[config.mk]
export PLATFORM = sky130hd
export DESIGN_NAME = strobe_divider_chain
export DESIGN_NICKNAME = d
export VERILOG_FILES = /design/src/rtl/strobe_divider_chain.sv
export SDC_FILE = /design/constraint.sdc
export NUM_CORES = 1
export LEC_CHECK = 0
export CAP_MARGIN = 20
export CORE_AREA = 2 2 92 94
export DETAILED_ROUTE_END_ITERATION = 8
export DIE_AREA = 0 0 94 96
export SLEW_MARGIN = 25
export SYNTH_ARGS = -nofsm -noshare
export SYNTH_HDL_FRONTEND = slang
export SYNTH_SLANG_ARGS = --single-unit
[constraint.sdc]
create_clock -name clk -period 2.77 [get_ports clk]
set_input_delay 0.4155 -clock clk [delete_from_list [all_inputs] [get_ports clk]]
set_output_delay 0.4155 -clock clk [all_outputs]
set_load 0.01 [all_outputs]
[src/rtl/strobe_divider_chain.sv]
// rtl/strobe_divider_chain.sv - cascaded programmable enable-strobe divider with burst mode
module strobe_divider_chain #(
  parameter int NUM_STAGES    = 3,
  parameter int CNT_W         = 5,
  parameter int BURST_W       = 8,
  parameter int DEFAULT_LIMIT = 7
) (
  input  logic                        clk,
  input  logic                        reset,
  input  logic                        en,
  input  logic                        en_in,
  input  logic                        load,
  input  logic [NUM_STAGES*CNT_W-1:0] div_limit,
  input  logic                        mode,
  input  logic                        start,
  input  logic [BURST_W-1:0]          burst_len,
  output logic [NUM_STAGES-1:0]       strobe_out,
  output logic [NUM_STAGES*CNT_W-1:0] count,
  output logic                        busy,
  output logic                        done
);

  typedef enum logic {IDLE = 1'b0, RUN = 1'b1} state_t;

  state_t               state, state_n;
  logic [BURST_W-1:0]   remaining, remaining_n;
  logic                 done_n;
  logic                 clr_cnt;
  logic                 act;
  logic                 last_fire;
  logic [CNT_W-1:0]     cnt [NUM_STAGES];
  logic [CNT_W-1:0]     lim [NUM_STAGES];
  logic [NUM_STAGES-1:0] tick;
  logic [NUM_STAGES-1:0] wrap;

  // Global gate: in burst mode the chain only advances while a burst is running.
  assign act = en & (~mode | (state == RUN));

  // Ripple the tick down the chain; each stage wraps when it sees a tick at its limit.
  always_comb begin
    logic t;
    t    = act & en_in;
    tick = '0;
    wrap = '0;
    for (int k = 0; k < NUM_STAGES; k++) begin
      tick[k] = t;
      wrap[k] = t & (cnt[k] == lim[k]);
      t       = wrap[k];
    end
  end

  // Strobes are zero-latency copies of the wraps, hidden during load and reset.
  assign strobe_out = wrap & ~{NUM_STAGES{load | reset}};
  assign last_fire  = strobe_out[NUM_STAGES-1];

  // Expose counters packed the same way as div_limit.
  always_comb begin
    count = '0;
    for (int k = 0; k < NUM_STAGES; k++) begin
      count[k*CNT_W +: CNT_W] = cnt[k];
    end
  end

  // Limit shadow registers, replaced wholesale on load.
  always_ff @(posedge clk or posedge reset) begin
    if (reset) begin
      for (int k = 0; k < NUM_STAGES; k++) lim[k] <= CNT_W'(DEFAULT_LIMIT);
    end else if (load) begin
      for (int k = 0; k < NUM_STAGES; k++) lim[k] <= div_limit[k*CNT_W +: CNT_W];
    end
  end

  // Stage counters: cleared by load or burst start, otherwise count ticks modulo limit+1.
  always_ff @(posedge clk or posedge reset) begin
    if (reset) begin
      for (int k = 0; k < NUM_STAGES; k++) cnt[k] <= '0;
    end else if (load || clr_cnt) begin
      for (int k = 0; k < NUM_STAGES; k++) cnt[k] <= '0;
    end else begin
      for (int k = 0; k < NUM_STAGES; k++) begin
        if (tick[k]) cnt[k] <= wrap[k] ? '0 : cnt[k] + CNT_W'(1);
      end
    end
  end

  // Burst FSM state, remaining count and done pulse registers.
  always_ff @(posedge clk or posedge reset) begin
    if (reset) begin
      state     <= IDLE;
      remaining <= '0;
      done      <= 1'b0;
    end else begin
      state     <= state_n;
      remaining <= remaining_n;
      done      <= done_n;
    end
  end

  // Burst FSM next state: start loads the length, final-stage strobes count it down.
  always_comb begin
    state_n     = state;
    remaining_n = remaining;
    done_n      = 1'b0;
    clr_cnt     = 1'b0;
    case (state)
      IDLE: begin
        if (mode && start) begin
          clr_cnt     = 1'b1;
          remaining_n = burst_len;
          if (burst_len == '0) done_n = 1'b1;
          else                 state_n = RUN;
        end
      end
      RUN: begin
        if (!mode) begin
          state_n = IDLE;
        end else if (last_fire) begin
          remaining_n = remaining - BURST_W'(1);
          if (remaining == BURST_W'(1)) begin
            state_n = IDLE;
            done_n  = 1'b1;
          end
        end
      end
      default: state_n = IDLE;
    endcase
  end

  assign busy = (state == RUN);

endmodule

# Yosys cells after proc, flatten, opt, wreduce, memory -nomap -nowiden
# Index checks and enable logic that the tools add are counted.
# classes
addsub,4
eq_ne,7
n_mux,25
bitwise_logic,11
reduce_logical,7
# op_table
operator,n
$mux 5,6
$mux 8,3
$pmux 8 s2,1
$add 5x1->5 const B,3
$eq 5x5->1,3
$mux 15,1
$mux 1,12
$eq 8x1->1 const B,1
$logic_not 8->1,1
$sub 8x1->8 const B,1
$ne 2x2->1 const B,3
$reduce_bool 2->1,3
$and 1x1->1,5
$pmux 1 s2,2
$and 3x3->3,1
$not 3->3,1
$reduce_and 3->1,1
$not 1->1,2
$or 1x1->1,2
$logic_and 1x1->1,1
$logic_or 1x1->1,1
# word_totals
register_bits,40
input_bits,30
output_inout_bits,20
word_cells,63

# Longest topological paths before layout
# Gate-level depths: netlist of run 1.
# logic_depth
word_depth,11
depth_mapped,8
depth_no_buf,6

# Least setup slack after synthesis of run 1
# No wires, ideal clock.
# synth_path
path_type,reg-to-reg
startpoint,"register cnt, in the netlist count[0]"
endpoint,register remaining[3]
setup_time_ns,0.122
arrival_ns,1.887
t_required_ns,2.648
path_slack_ns,0.761
path_stages_with_launch,7
cell_sequence,dfrtp_1 xor2_1 nor4_4 nand4_2 buf_6 or3_1 a32o_1
# synth_via
elab_chain_cells,7
# synth_lines
element,line,rtl
from (decl),31,logic [CNT_W-1:0] cnt [NUM_STAGES];
"from (signal, indexed assignment)",81,if (tick[k]) cnt[k] <= wrap[k] ? '0 : cnt[k] + CNT_W'(1);
$eq 5x5->1,47,wrap[k] = t & (cnt[k] == lim[k]);
$and 1x1->1 (3 in series),47,
$and 3x3->3,53,assign strobe_out = wrap & ~{NUM_STAGES{load | reset}};
$ne 2x2->1 (no line),--,
$reduce_and 3->1 (no line),--,
to (signal assigned),94,remaining <= remaining_n;
to (decl),26,"logic [BURST_W-1:0] remaining, remaining_n;"
# No other way between the ends.
# A chain may end at the register's enable or synchronous reset.

# Final worst setup path of run 1
# layout_path
startpoint,input mode
endpoint,output strobe_out[1]
# layout_via
elab_chain_cells,7
# layout_lines
element,line,rtl
from (decl),14,"input logic mode,"
$not 1->1,37,assign act = en & (~mode | (state == RUN));
$or 1x1->1,37,
$and 1x1->1,37,
$and 1x1->1,42,t = act & en_in;
$and 1x1->1 (2 in series),47,
$and 3x3->3,53,
to (decl),17,"output logic [NUM_STAGES-1:0] strobe_out,"
# No other way between the ends.

==> results_tabular.tex, run 1 <==
\begin{tabular}{lr}
\hline
Metric & Value \\
\hline
\multicolumn{2}{l}{\textbf{Run status}} \\
Outcome & finished clean \\
\multicolumn{2}{l}{\textbf{Final layout}} \\
Number of diodes & 0 \\
Fill cells & roughly 800 \\
Total number of nets in the final design & 329 \\
Share of post-route cells with drive strength above 1 & 17.6\% \\
Layout-stage area growth over the synthesis result & 32.5\% \\
\multicolumn{2}{l}{\textbf{Setup path}} \\
Crit path largest cell delay & $\sim$0.45 ns \\
Critical Path Most Common Cell & sky130\_fd\_sc\_hd\_\_and3\_1 \\
Worst EP arrival & 2.01 ns \\
Crit path max fanout & 4 \\
Launch instance of the worst register-to-register path & lim[10] \\
Start-to-end type of the worst setup path & input pin to output pin \\
Crit path capture type & output pin \\
Crit path cell chain & clkdlybuf4s50\_1 > nand2b\_1 > nor4b\_2 > buf\_4 > and3\_1 > and3\_1 > dlymetal6s2s\_1 \\
Element type at the critical path start & input pin \\
Req. time, crit path & 2.35 ns \\
Cell with the largest stage delay on the worst path & sky130\_fd\_sc\_hd\_\_clkdlybuf4s50\_1 \\
Crit path buf inv count & 3 \\
Beginning of the critical path & mode \\
Cell family with most CP delay & simple AND/OR/NAND/NOR gates \\
\multicolumn{2}{l}{\textbf{Floorplanning}} \\
Chip width & $\sim$94 µm \\
Initial Util & $\sim$29\% \\
Num rows & 33 \\
Area inside the core boundary & $\sim$8100 µm² \\
Overall die area & roughly 9000 µm² \\
Overall die height & roughly 96 µm \\
Count of pins on the block boundary & 50 \\
\multicolumn{2}{l}{\textbf{Yosys}} \\
Asr flop ratio synth & 100\% \\
Count of distinct cell types in the synthesized netlist & 48 \\
Post-synth top flop & sky130\_fd\_sc\_hd\_\_dfrtp\_1 \\
Register area share after synthesis & between 40\% and 50\% \\
Top cell type by total area after synthesis & sky130\_fd\_sc\_hd\_\_dfrtp\_1 \\
Top area cells in the synthesized netlist & sky130\_fd\_sc\_hd\_\_dfrtp\_1 (33\%), sky130\_fd\_sc\_hd\_\_dfstp\_2 (10\%), sky130\_fd\_sc\_hd\_\_mux2\_2 (7.2\%) \\
Most frequent cells after synthesis & sky130\_fd\_sc\_hd\_\_dfrtp\_1 (31), sky130\_fd\_sc\_hd\_\_nand2\_1 (17), sky130\_fd\_sc\_hd\_\_xor2\_1 (17) \\
Number of flops mapped to enable cells by yosys & 0 \\
Netlist area before placement & 2350 µm² \\
Warnings, synthesis & 0 \\
Average cell area after synthesis & slightly below 10 µm² \\
Most repeated cell in the gate-level netlist after synthesis & sky130\_fd\_sc\_hd\_\_dfrtp\_1 \\
Area share of the leading cell type in the synthesized netlist & approximately a third \\
Count of mapped cells out of synthesis & about 240 \\
Number of nets in the synthesized netlist & $\sim$270 \\
Number of flip-flops and latches in the synthesized netlist & 40 \\
\multicolumn{2}{l}{\textbf{Hold path}} \\
Source of the worst hold timing path & lim[9] \\
Kind of path behind the tightest hold check & register to register \\
\multicolumn{2}{l}{\textbf{Routing}} \\
Final routed DRC violation total & 0 \\
Routed length per placed instance & 14.1 µm \\
Starting DRT DRC Count & 76 \\
Post-detailed-routing wire length & around 5700 µm \\
Number of antenna-violating nets in the routed design & 0 \\
Via Count & approximately 2000 \\
Vias per Instance & between 5 and 6 \\
Total iterations of the first detailed-routing run & 4 \\
\multicolumn{2}{l}{\textbf{STA}} \\
Hold slack & about 0.53 ns \\
Ratio of final minimum period to clock period & slightly below 90\% \\
Pins over their slew limit & 0 \\
Shortest period the worst path allows & 2.43 ns \\
Normalized max-slew margin & between 60\% and 70\% \\
Least-Margin Pin Slew & 0.561 ns \\
RSZ-0062 raised after global routing & false \\
Number of hold violations in the final report & 0 \\
Maximum operating frequency & about 410 MHz \\
Accumulated negative setup slack & 0 ns \\
Clock Skew & approximately 0.013 ns \\
Final setup fails & 0 \\
\multicolumn{2}{l}{\textbf{Place}} \\
Post-detail-place hpwl & between 4000 and 5000 µm \\
Routability-driven placement congestion ratio & roughly 0.8 \\
Input/output buffers & 49 \\
\multicolumn{2}{l}{\textbf{Clock tree}} \\
Clock buffer depth & 2 \\
H-Tree Level Count & 2 \\
TritonCTS clock tree & done \\
Post-CTS Hold Buffers & 0 \\
Number of clock sinks & 40 \\
Skew-Pair Late Insertion Delay & 0.29 ns \\
Clock-pin slew on the worst setup and hold paths & about 0.080 ns \\
Total clock buffers created by CTS & 5 \\
Root Buffer Master & sky130\_fd\_sc\_hd\_\_clkbuf\_8 \\
\multicolumn{2}{l}{\textbf{Pwr}} \\
Ratio of total power to cell area & 456 nW/µm² \\
Peak VDD IR & just over 0.2 mV \\
Leak pwr & 1.33 nW \\
\multicolumn{2}{l}{\textbf{Global routing}} \\
Pin count of the biggest net entering global routing & 27 \\
Number of global-route vias before repair & 1965 \\
Number of antenna violations at the first check in global routing & 0 \\
All-layer global routing usage & a little over an eighth \\
Global route overflow & 0 \\
First-pass GRT wire length & 9490 µm \\
\multicolumn{2}{l}{\textbf{Flow run}} \\
Total of max-cap violations & 0 \\
\hline
\end{tabular}
==> repair_timing <==
item / in CTS / in global routing
gates resized for setup: 0 / 3
endpoints found under the hold margin: 0 / 0
buffers inserted: 0 / 1
endpoints found under the setup margin: 0 / 2
==> cells in the final DEF, fill, tap and decap left out, types with 2 or more instances in the layout <==
cell	instances
sky130_fd_sc_hd__a31o_2	2
sky130_fd_sc_hd__nand4_1	6
sky130_fd_sc_hd__o21bai_1	2
sky130_fd_sc_hd__and3_1	3
sky130_fd_sc_hd__clkbuf_8	6
sky130_fd_sc_hd__xor2_1	17
sky130_fd_sc_hd__nor3_1	9
sky130_fd_sc_hd__dfrtp_1	31
sky130_fd_sc_hd__or3_1	9
sky130_fd_sc_hd__nand3b_1	2
sky130_fd_sc_hd__o311ai_0	2
sky130_fd_sc_hd__nand2_1	17
sky130_fd_sc_hd__or4_1	2
sky130_fd_sc_hd__inv_1	9
sky130_fd_sc_hd__o21ai_0	8
sky130_fd_sc_hd__xnor2_1	4
sky130_fd_sc_hd__nor4_1	4
sky130_fd_sc_hd__mux2_2	15
sky130_fd_sc_hd__nand4b_1	2
sky130_fd_sc_hd__dfstp_2	9
sky130_fd_sc_hd__nand2b_1	3
sky130_fd_sc_hd__or2_2	2
sky130_fd_sc_hd__nor2_1	15
sky130_fd_sc_hd__buf_4	12
sky130_fd_sc_hd__clkdlybuf4s50_1	46
sky130_fd_sc_hd__nand3_1	15
sky130_fd_sc_hd__dlymetal6s2s_1	3
sky130_fd_sc_hd__a32o_1	4
sky130_fd_sc_hd__a21oi_1	10
sky130_fd_sc_hd__and2_1	2
sky130_fd_sc_hd__ha_1	5
==> layer usage <==
| metal | vias up | GRT usage, % | wire length (µm) |
|---|---|---|---|
| met3 | 5 | 3.52 | 306 |
| met5 | - | 0 | 0 |
| met1 | 969 | 18.6 | 2650 |
| met4 | 0 | 4.23 | 52 |
| li1 | 973 | - | - |
| met2 | 60 | 20.3 | 2640 |
==> worst paths after layout <==
path / end / slack, ns / cells past startpoint
worst max-delay path: strobe_out[1] / 0.34 / 7
worst min-delay path: lim[9] / 0.53 / 1
worst max register to register: remaining[1] / 0.43 / 6
worst min register to register: lim[9] / 0.53 / 1
max in group asynchronous: lim[10] / 1.90 / 3
min in group asynchronous: count[11] / 0.57 / 3
==> worst reg2reg max path, stage by stage (launching register included) <==
cell and delay (ns):
sky130_fd_sc_hd__dfstp_2 0.54, sky130_fd_sc_hd__xor2_1 0.14, sky130_fd_sc_hd__nor4b_2 0.40, sky130_fd_sc_hd__nand4_1 0.19, sky130_fd_sc_hd__buf_4 0.19, sky130_fd_sc_hd__o41ai_4 0.59, sky130_fd_sc_hd__mux2i_1 0.24
==> registers in the layout (all words and copies together), names as in the netlist <==
| signal | flops |
|---|---|
| done | 1 |
| remaining | 8 |
| busy | 1 |
| count | 15 |
| lim | 15 |
==> stage by stage <==
| step | worst slack (ns) | util, % | cells | total power [W] | instance area, µm² |
|---|---|---|---|---|---|
| finish | 0.343 | 38.7 | 400 | 0.00142 | 3110 |
| global route | 0.223 | 38.7 | 400 | 0.00150 | 3110 |
| CTS | 0.0788 | 38.5 | 399 | 0.00143 | 3100 |
| detailed placement | 0.101 | 37.3 | 391 | 0.00102 | 3010 |
| global placement | 0.162 | 37.3 | 391 | 0.00102 | 3010 |
| floorplan | 0.761 | - | 237 | 0.000904 | 2350 |
==> kinds of logic after synthesis <==
group	count (synthesis)	synth area share, %
xor gates and xnor gates	21	7.82
and+or+nand+nor	100	24.2
adders and majority gates	5	2.66
buffers and inverters	20	3.57
DFF	40	43.1
muxes	16	7.61
AOI/OAI and AO/OA	35	11.1
==> report_power, final <==
group	internal, W	switching (W)	total [W]
Clock	0.000203	0.000202	0.000404
Sequential	0.000649	0.0000527	0.000702
Combinational	0.000152	0.000162	0.000314
Total	0.00100	0.000416	0.00142
==> area by class of cell <==
cell class	instances	area, µm²	area share, %
multi-input cells	177	1250	40.3
clock inverters	1	7.51	0.241
clock buffers	7	86.3	2.77
well taps	105	131	4.22
inverters	9	33.8	1.08
repair buffers	61	588	18.9
flip-flops and latches	40	1010	32.5
(Power assumes the default switching activity.)
==> run 2, diff against run 1 <==
--- a/config.mk
+++ b/config.mk
@@ -6,9 +6,10 @@
 export NUM_CORES = 1
 export LEC_CHECK = 0
 export CAP_MARGIN = 20
-export CORE_AREA = 2 2 92 94
+export CORE_AREA = 2 2 72 74
 export DETAILED_ROUTE_END_ITERATION = 8
-export DIE_AREA = 0 0 94 96
+export DIE_AREA = 0 0 74 76
+export PLACE_DENSITY = 0.77
 export SLEW_MARGIN = 25
 export SYNTH_ARGS = -nofsm -noshare
 export SYNTH_HDL_FRONTEND = slang
==> run 2 against run 1 <==
Sequential power barely moved; non-clock buffer count shrank 2; global-route usage is 7.5 points higher; flip-flop and latch count unchanged; fmax shrank 8.0%; routed wire length shrank 4.0%; utilization is 23 points higher; hold slack got worse by 0.0078 ns; count of clock-buffer cells in the layout did not move; clock power decreased by 8.4%; highest routed layer unchanged.
==> results_tabular.tex, run 2 (synthesis results as in run 1) <==
\begin{tabular}{lr}
\hline
Metric & Value \\
\hline
\multicolumn{2}{l}{\textbf{Floorplanning}} \\
Num rows & 26 \\
Area inside the core boundary & roughly 4900 µm² \\
Count of pins on the block boundary & 50 \\
Initial Util & 47.9\% \\
Overall die height & 76 µm \\
Chip width & roughly 74 µm \\
Overall die area & $\sim$5600 µm² \\
\multicolumn{2}{l}{\textbf{Routing}} \\
Routed length per placed instance & 14.9 µm \\
Via Count & between 2000 and 2500 \\
Vias per Instance & 5.59 \\
Starting DRT DRC Count & around 180 \\
Total iterations of the first detailed-routing run & 4 \\
Post-detailed-routing wire length & 5420 µm \\
Number of antenna-violating nets in the routed design & 0 \\
Final routed DRC violation total & 0 \\
\multicolumn{2}{l}{\textbf{Clock tree}} \\
Clock-pin slew on the worst setup and hold paths & about 0.08 ns \\
TritonCTS clock tree & done \\
Total clock buffers created by CTS & 5 \\
Clock buffer depth & 2 \\
Root Buffer Master & sky130\_fd\_sc\_hd\_\_clkbuf\_8 \\
H-Tree Level Count & 2 \\
Skew-Pair Late Insertion Delay & $\sim$0.29 ns \\
Number of clock sinks & 40 \\
\multicolumn{2}{l}{\textbf{Pwr}} \\
Ratio of total power to cell area & $\sim$450 nW/µm² \\
Combinational Power Share & between 20\% and 30\% \\
Register share of total power & 50.9\% \\
Switching power as a share of total power & between 20 and 30\% \\
Proportion of power drawn by the clock network & $\sim$27\% \\
Internal power & between 0.0009 and 0.001 W \\
Net Sw Power & 0.000406 W \\
Leak pwr & around 1.3 nW \\
Peak VDD IR & between 0.2 and 0.3 mV \\
\multicolumn{2}{l}{\textbf{Global routing}} \\
Number of antenna violations at the first check in global routing & 0 \\
All-layer global routing usage & a little over a fifth \\
Global route overflow & 0 \\
Number of global-route vias before repair & 1998 \\
First-pass GRT wire length & about 9300 µm \\
Pin count of the biggest net entering global routing & 27 \\
\multicolumn{2}{l}{\textbf{Final layout}} \\
Design Area, Final & 3040 µm² \\
Commonest non-fill, non-tap cells in the layout & sky130\_fd\_sc\_hd\_\_clkdlybuf4s50\_1 (49), sky130\_fd\_sc\_hd\_\_dfrtp\_1 (31), sky130\_fd\_sc\_hd\_\_nand2\_1 (17), sky130\_fd\_sc\_hd\_\_xor2\_1 (16) \\
Combined flip-flop and latch cell area & 1010 µm² \\
Commonest non-fill, non-tap cell in the layout & sky130\_fd\_sc\_hd\_\_clkdlybuf4s50\_1 \\
Share of post-route cells with drive strength above 1 & between 15 and 20\% \\
Final design utilization & between 60 and 70\% \\
Total number of nets in the final design & $\sim$330 \\
Layout-stage area growth over the synthesis result & 29.4\% \\
Area of the multi-input gates & roughly 1300 µm² \\
Number of diodes & 0 \\
Fill cells & between 400 and 500 \\
\multicolumn{2}{l}{\textbf{STA}} \\
Hold slack & between 0.5 and 0.6 ns \\
Normalized max-slew margin & roughly 62\% \\
PnR worst setup slack & between 0.1 and 0.15 ns \\
Shortest period the worst path allows & 2.64 ns \\
Final setup fails & 0 \\
Maximum operating frequency & around 380 MHz \\
Number of hold violations in the final report & 0 \\
Pins over their slew limit & 0 \\
Ratio of final minimum period to clock period & a little over nine tenths \\
Least-Margin Pin Slew & 0.567 ns \\
Clock Skew & $\sim$0.0054 ns \\
\multicolumn{2}{l}{\textbf{Place}} \\
Routability-driven placement congestion ratio & a little over 0.8 \\
Placement Setup Slack & between 0.15 and 0.2 ns \\
Post-detail-place hpwl & $\sim$4000 µm \\
Input/output buffers & 49 \\
Cell area after placement & between 2000 and 3000 µm² \\
\multicolumn{2}{l}{\textbf{Run status}} \\
Outcome & finished clean \\
\multicolumn{2}{l}{\textbf{Setup path}} \\
Worst flop-to-flop path endpoint & remaining[1] \\
Req. time, crit path & between 2 and 2.5 ns \\
Register-to-register path setup slack & $\sim$0.53 ns \\
Crit path max fanout & 5 \\
R2R cell count & 6 \\
Crit path capture type & output pin \\
Worst EP arrival & 2.22 ns \\
Start-to-end type of the worst setup path & register to output pin \\
Launch instance of the worst register-to-register path & count[0] \\
Element type at the critical path start & register \\
\multicolumn{2}{l}{\textbf{Flow run}} \\
Total of max-cap violations & 0 \\
\multicolumn{2}{l}{\textbf{Hold path}} \\
Kind of path behind the tightest hold check & input pin to async pin \\
\hline
\end{tabular}
run 2: power by group through the flow:
stage               registers, W  clock network, W  logic, W
floorplan               0.000700                 0  0.000204
global placement        0.000710                 0  0.000297
detailed placement      0.000713                 0  0.000305
CTS                     0.000702          0.000376  0.000308
global route            0.000712          0.000410  0.000345
finish                  0.000703          0.000370  0.000308
run 2: worst max-delay path: stages, from the launching register on:
cell                              delay [ns]
sky130_fd_sc_hd__dfrtp_1                0.46
sky130_fd_sc_hd__xor2_2                 0.22
sky130_fd_sc_hd__nor4b_2                0.33
sky130_fd_sc_hd__and3_1                 0.23
sky130_fd_sc_hd__and3_1                 0.16
sky130_fd_sc_hd__clkdlybuf4s50_1        0.53
run 2: area by class of cell:
cell class / count / area share [%]
Clock buffer: 7 / 2.51
Clock inverter: 1 / 0.164
Inverter: 9 / 1.11
Multi-Input combinational cell: 177 / 41.5
Sequential cell: 40 / 33.3
Tap cell: 70 / 2.88
Timing Repair Buffer: 59 / 18.6
run 2: what timing repair did:
action / CTS / global route
endpoints found under the setup margin: 0 / 1
hold buffers: 0 / 0
gates resized for setup: 0 / 1
buffers inserted: 0 / 1
run 2: worst max-delay path by stage:
stage / startpoint / to / cells past startpoint
after global placement: en_in / strobe_out[1] / 6
after floorplan: count[0] / remaining[3] / 6
after detailed placement: en_in / strobe_out[1] / 6
final: count[0] / strobe_out[1] / 5
after global routing: count[0] / strobe_out[1] / 5
after CTS: lim[10] / strobe_out[1] / 5
run 2: stage by stage:
step,cells,setup TNS (ns),power (W)
5_1_grt,363,-0.0127,0.00147
2_1_floorplan,237,0,0.000904
6_report,363,0,0.00138
3_3_place_gp,354,0,0.00101
4_1_cts,362,0,0.00139
3_5_place_dp,354,0,0.00102
run 2: routing by layer:
metal	up-vias	track usage (%)	share of wire, %
met5	-	0	0
met4	0	6.55	2.0
met3	10	4.23	6.1
met2	79	32.7	48
met1	974	28.9	44
li1	965	-	-
==> run 3, diff against run 2 <==
--- a/config.mk
+++ b/config.mk
@@ -5,8 +5,9 @@
 export SDC_FILE = /design/constraint.sdc
 export NUM_CORES = 1
 export LEC_CHECK = 0
-export CAP_MARGIN = 20
+export CAP_MARGIN = 40
 export CORE_AREA = 2 2 72 74
+export CTS_CLUSTER_DIAMETER = 40
 export DETAILED_ROUTE_END_ITERATION = 8
 export DIE_AREA = 0 0 74 76
 export PLACE_DENSITY = 0.77
==> constraint.sdc (replaced) <==
create_clock -name clk -period 2.77 [get_ports clk]
set_input_delay 0.4155 -clock clk [delete_from_list [all_inputs] [get_ports clk]]
set_output_delay 0.4155 -clock clk [all_outputs]
set_load 0.05 [all_outputs]
==> run 3 against run 2 <==
Sequential share of layout area is 0.19 points lower; via count decreased by 1.3%; critical path depth unchanged; routed wire length down 0.13%; count of clock-buffer cells in the layout unchanged; utilization is 0.36 points higher; fmax grew 7.3%; cell count down 0.83%; clock skew rose by 0.0020 ns; total power up 3.3%; first-iteration DRC count is 30% lower; hold slack improved by 0.00068 ns.
==> results_tabular.tex, run 3 (synthesis results as in run 1) <==
\begin{tabular}{lr}
\hline
Metric & Value \\
\hline
\multicolumn{2}{l}{\textbf{Place}} \\
Post-detail-place hpwl & between 3000 and 4000 µm \\
Placement Setup Slack & around 0.28 ns \\
Input/output buffers & 49 \\
Cell area after placement & 2960 µm² \\
Routability-driven placement congestion ratio & around 0.84 \\
\multicolumn{2}{l}{\textbf{STA}} \\
Number of hold violations in the final report & 0 \\
Accumulated negative setup slack & 0 ns \\
Maximum operating frequency & just over 400 MHz \\
RSZ-0062 raised after global routing & false \\
Shortest period the worst path allows & $\sim$2.5 ns \\
Final setup fails & 0 \\
Ratio of final minimum period to clock period & roughly 89\% \\
Pins over their slew limit & 0 \\
Clock Skew & 0.00735 ns \\
PnR worst setup slack & between 0.3 and 0.4 ns \\
Normalized max-slew margin & between 60\% and 70\% \\
Least-Margin Pin Slew & 0.544 ns \\
\multicolumn{2}{l}{\textbf{Floorplanning}} \\
Area inside the core boundary & about 5000 µm² \\
Count of pins on the block boundary & 50 \\
Overall die height & between 70 and 80 µm \\
Chip width & $\sim$74 µm \\
Initial Util & approximately 48\% \\
Num rows & 26 \\
Overall die area & 5620 µm² \\
\multicolumn{2}{l}{\textbf{Setup path}} \\
Crit path max fanout & 10 \\
Beginning of the critical path & count[12] \\
Worst EP arrival & approximately 2.0 ns \\
Launch instance of the worst register-to-register path & lim[10] \\
Element type at the critical path start & register \\
Req. time, crit path & 2.35 ns \\
Start-to-end type of the worst setup path & register to output pin \\
Crit path capture type & output pin \\
\multicolumn{2}{l}{\textbf{Clock tree}} \\
Skew-Pair Late Insertion Delay & 0.30 ns \\
\# resized after CTS & 0 \\
Clock-pin slew on the worst setup and hold paths & around 0.080 ns \\
Root Buffer Master & sky130\_fd\_sc\_hd\_\_clkbuf\_8 \\
TritonCTS clock tree & done \\
Post-CTS Hold Buffers & 0 \\
H-Tree Level Count & 2 \\
Clock buffer depth & 2 \\
Number of clock sinks & 40 \\
Post-CTS Setup Bufs & 0 \\
Total clock buffers created by CTS & 5 \\
\multicolumn{2}{l}{\textbf{Final layout}} \\
Layout-stage area growth over the synthesis result & 30.2\% \\
Commonest non-fill, non-tap cell in the layout & sky130\_fd\_sc\_hd\_\_clkdlybuf4s50\_1 \\
Share of post-route cells with drive strength above 1 & $\sim$18\% \\
Number of diodes & 0 \\
Total number of nets in the final design & between 300 and 400 \\
Design Area, Final & 3060 µm² \\
Commonest non-fill, non-tap cells in the layout & sky130\_fd\_sc\_hd\_\_clkdlybuf4s50\_1 (46), sky130\_fd\_sc\_hd\_\_dfrtp\_1 (31), sky130\_fd\_sc\_hd\_\_xor2\_1 (17), sky130\_fd\_sc\_hd\_\_nand2\_1 (17) \\
\multicolumn{2}{l}{\textbf{Routing}} \\
Top Layer Used & met4 \\
Total iterations of the first detailed-routing run & 4 \\
Met1 Wirelength & 2360 µm \\
Starting DRT DRC Count & $\sim$130 \\
Total length of routed met3 wires & between 200 and 300 µm \\
Detailed-routed wire length on met2 & approximately 2700 µm \\
Number of antenna-violating nets in the routed design & 0 \\
Final routed DRC violation total & 0 \\
Post-detailed-routing wire length & $\sim$5400 µm \\
Via Count & roughly 2000 \\
Routed length per placed instance & $\sim$15 µm \\
Vias per Instance & 5.56 \\
\multicolumn{2}{l}{\textbf{Run status}} \\
Outcome & finished clean \\
\multicolumn{2}{l}{\textbf{Pwr}} \\
Leak pwr & approximately 1.3 nW \\
Ratio of total power to cell area & around 470 nW/µm² \\
Peak VDD IR & approximately 0.29 mV \\
Final Total Pwr & around 0.0014 W \\
\multicolumn{2}{l}{\textbf{Flow run}} \\
Total of max-cap violations & 0 \\
\multicolumn{2}{l}{\textbf{Global routing}} \\
First-pass GRT wire length & 9110 µm \\
Number of global-route vias before repair & between 1500 and 2000 \\
All-layer global routing usage & 20.8\% \\
Number of antenna violations at the first check in global routing & 0 \\
Pin count of the biggest net entering global routing & 27 \\
Global route overflow & 0 \\
\multicolumn{2}{l}{\textbf{Hold path}} \\
Kind of path behind the tightest hold check & input pin to async pin \\
\hline
\end{tabular}
run 3: changes by cell type in the layout (fill, tap and decap cells not counted), sizes merged:
cell           previous run  this run
clkdlybuf4s50            49        46
clkinv                    1         0
clkinvlp                  0         1
run 3: worst max-delay path, cell delays in order, from the launching register on:
cell and delay [ns]:
sky130_fd_sc_hd__dfrtp_1 0.46, sky130_fd_sc_hd__xor2_1 0.19, sky130_fd_sc_hd__nor3_1 0.39, sky130_fd_sc_hd__nand3_2 0.28, sky130_fd_sc_hd__nor2_1 0.25, sky130_fd_sc_hd__buf_12 0.17
run 3: path summary, 6_finish.rpt:
check | endpoint | slack, ns | depth (start not counted)
min in group clk | lim[9] | 0.53 | 1
hold reg to reg | lim[9] | 0.53 | 1
max in group asynchronous | lim[5] | 1.92 | 3
hold / removal | remaining[4] | 0.53 | 3
setup / recovery | strobe_out[2] | 0.31 | 5
setup reg to reg | remaining[3] | 0.44 | 5
run 3: where the power goes:
group	leakage [nW]	internal (W)	switching, W
logic	0.719	0.000148	0.000168
clock network	0.0445	0.000202	0.000206
registers	0.498	0.000649	0.0000536
run 3: layout make-up:
| class | count | area, µm² |
|---|---|---|
| clock buffers | 7 | 86.3 |
| clock inverters | 1 | 7.51 |
| inverters | 9 | 33.8 |
| flip-flops and latches | 40 | 1010 |
| fillers | 422 | 1850 |
| repair buffers | 56 | 573 |
| well taps | 70 | 87.6 |
| multi-input cells | 177 | 1260 |
run 3: layer usage:
metal / vias to the layer above / GRT usage, %
met5: - / 0
met4: 0 / 7.27
met3: 10 / 4.10
met2: 59 / 32.9
met1: 967 / 28.1
li1: 966 / -
run 3: metrics by stage:
stage               instances  util (%)  hold slack, ns
floorplan                 237         -           0.501
global placement          352      60.3           0.512
detailed placement        352      60.3           0.519
CTS                       360      62.2           0.529
global route              360      62.3           0.556
finish                    360      62.3           0.527
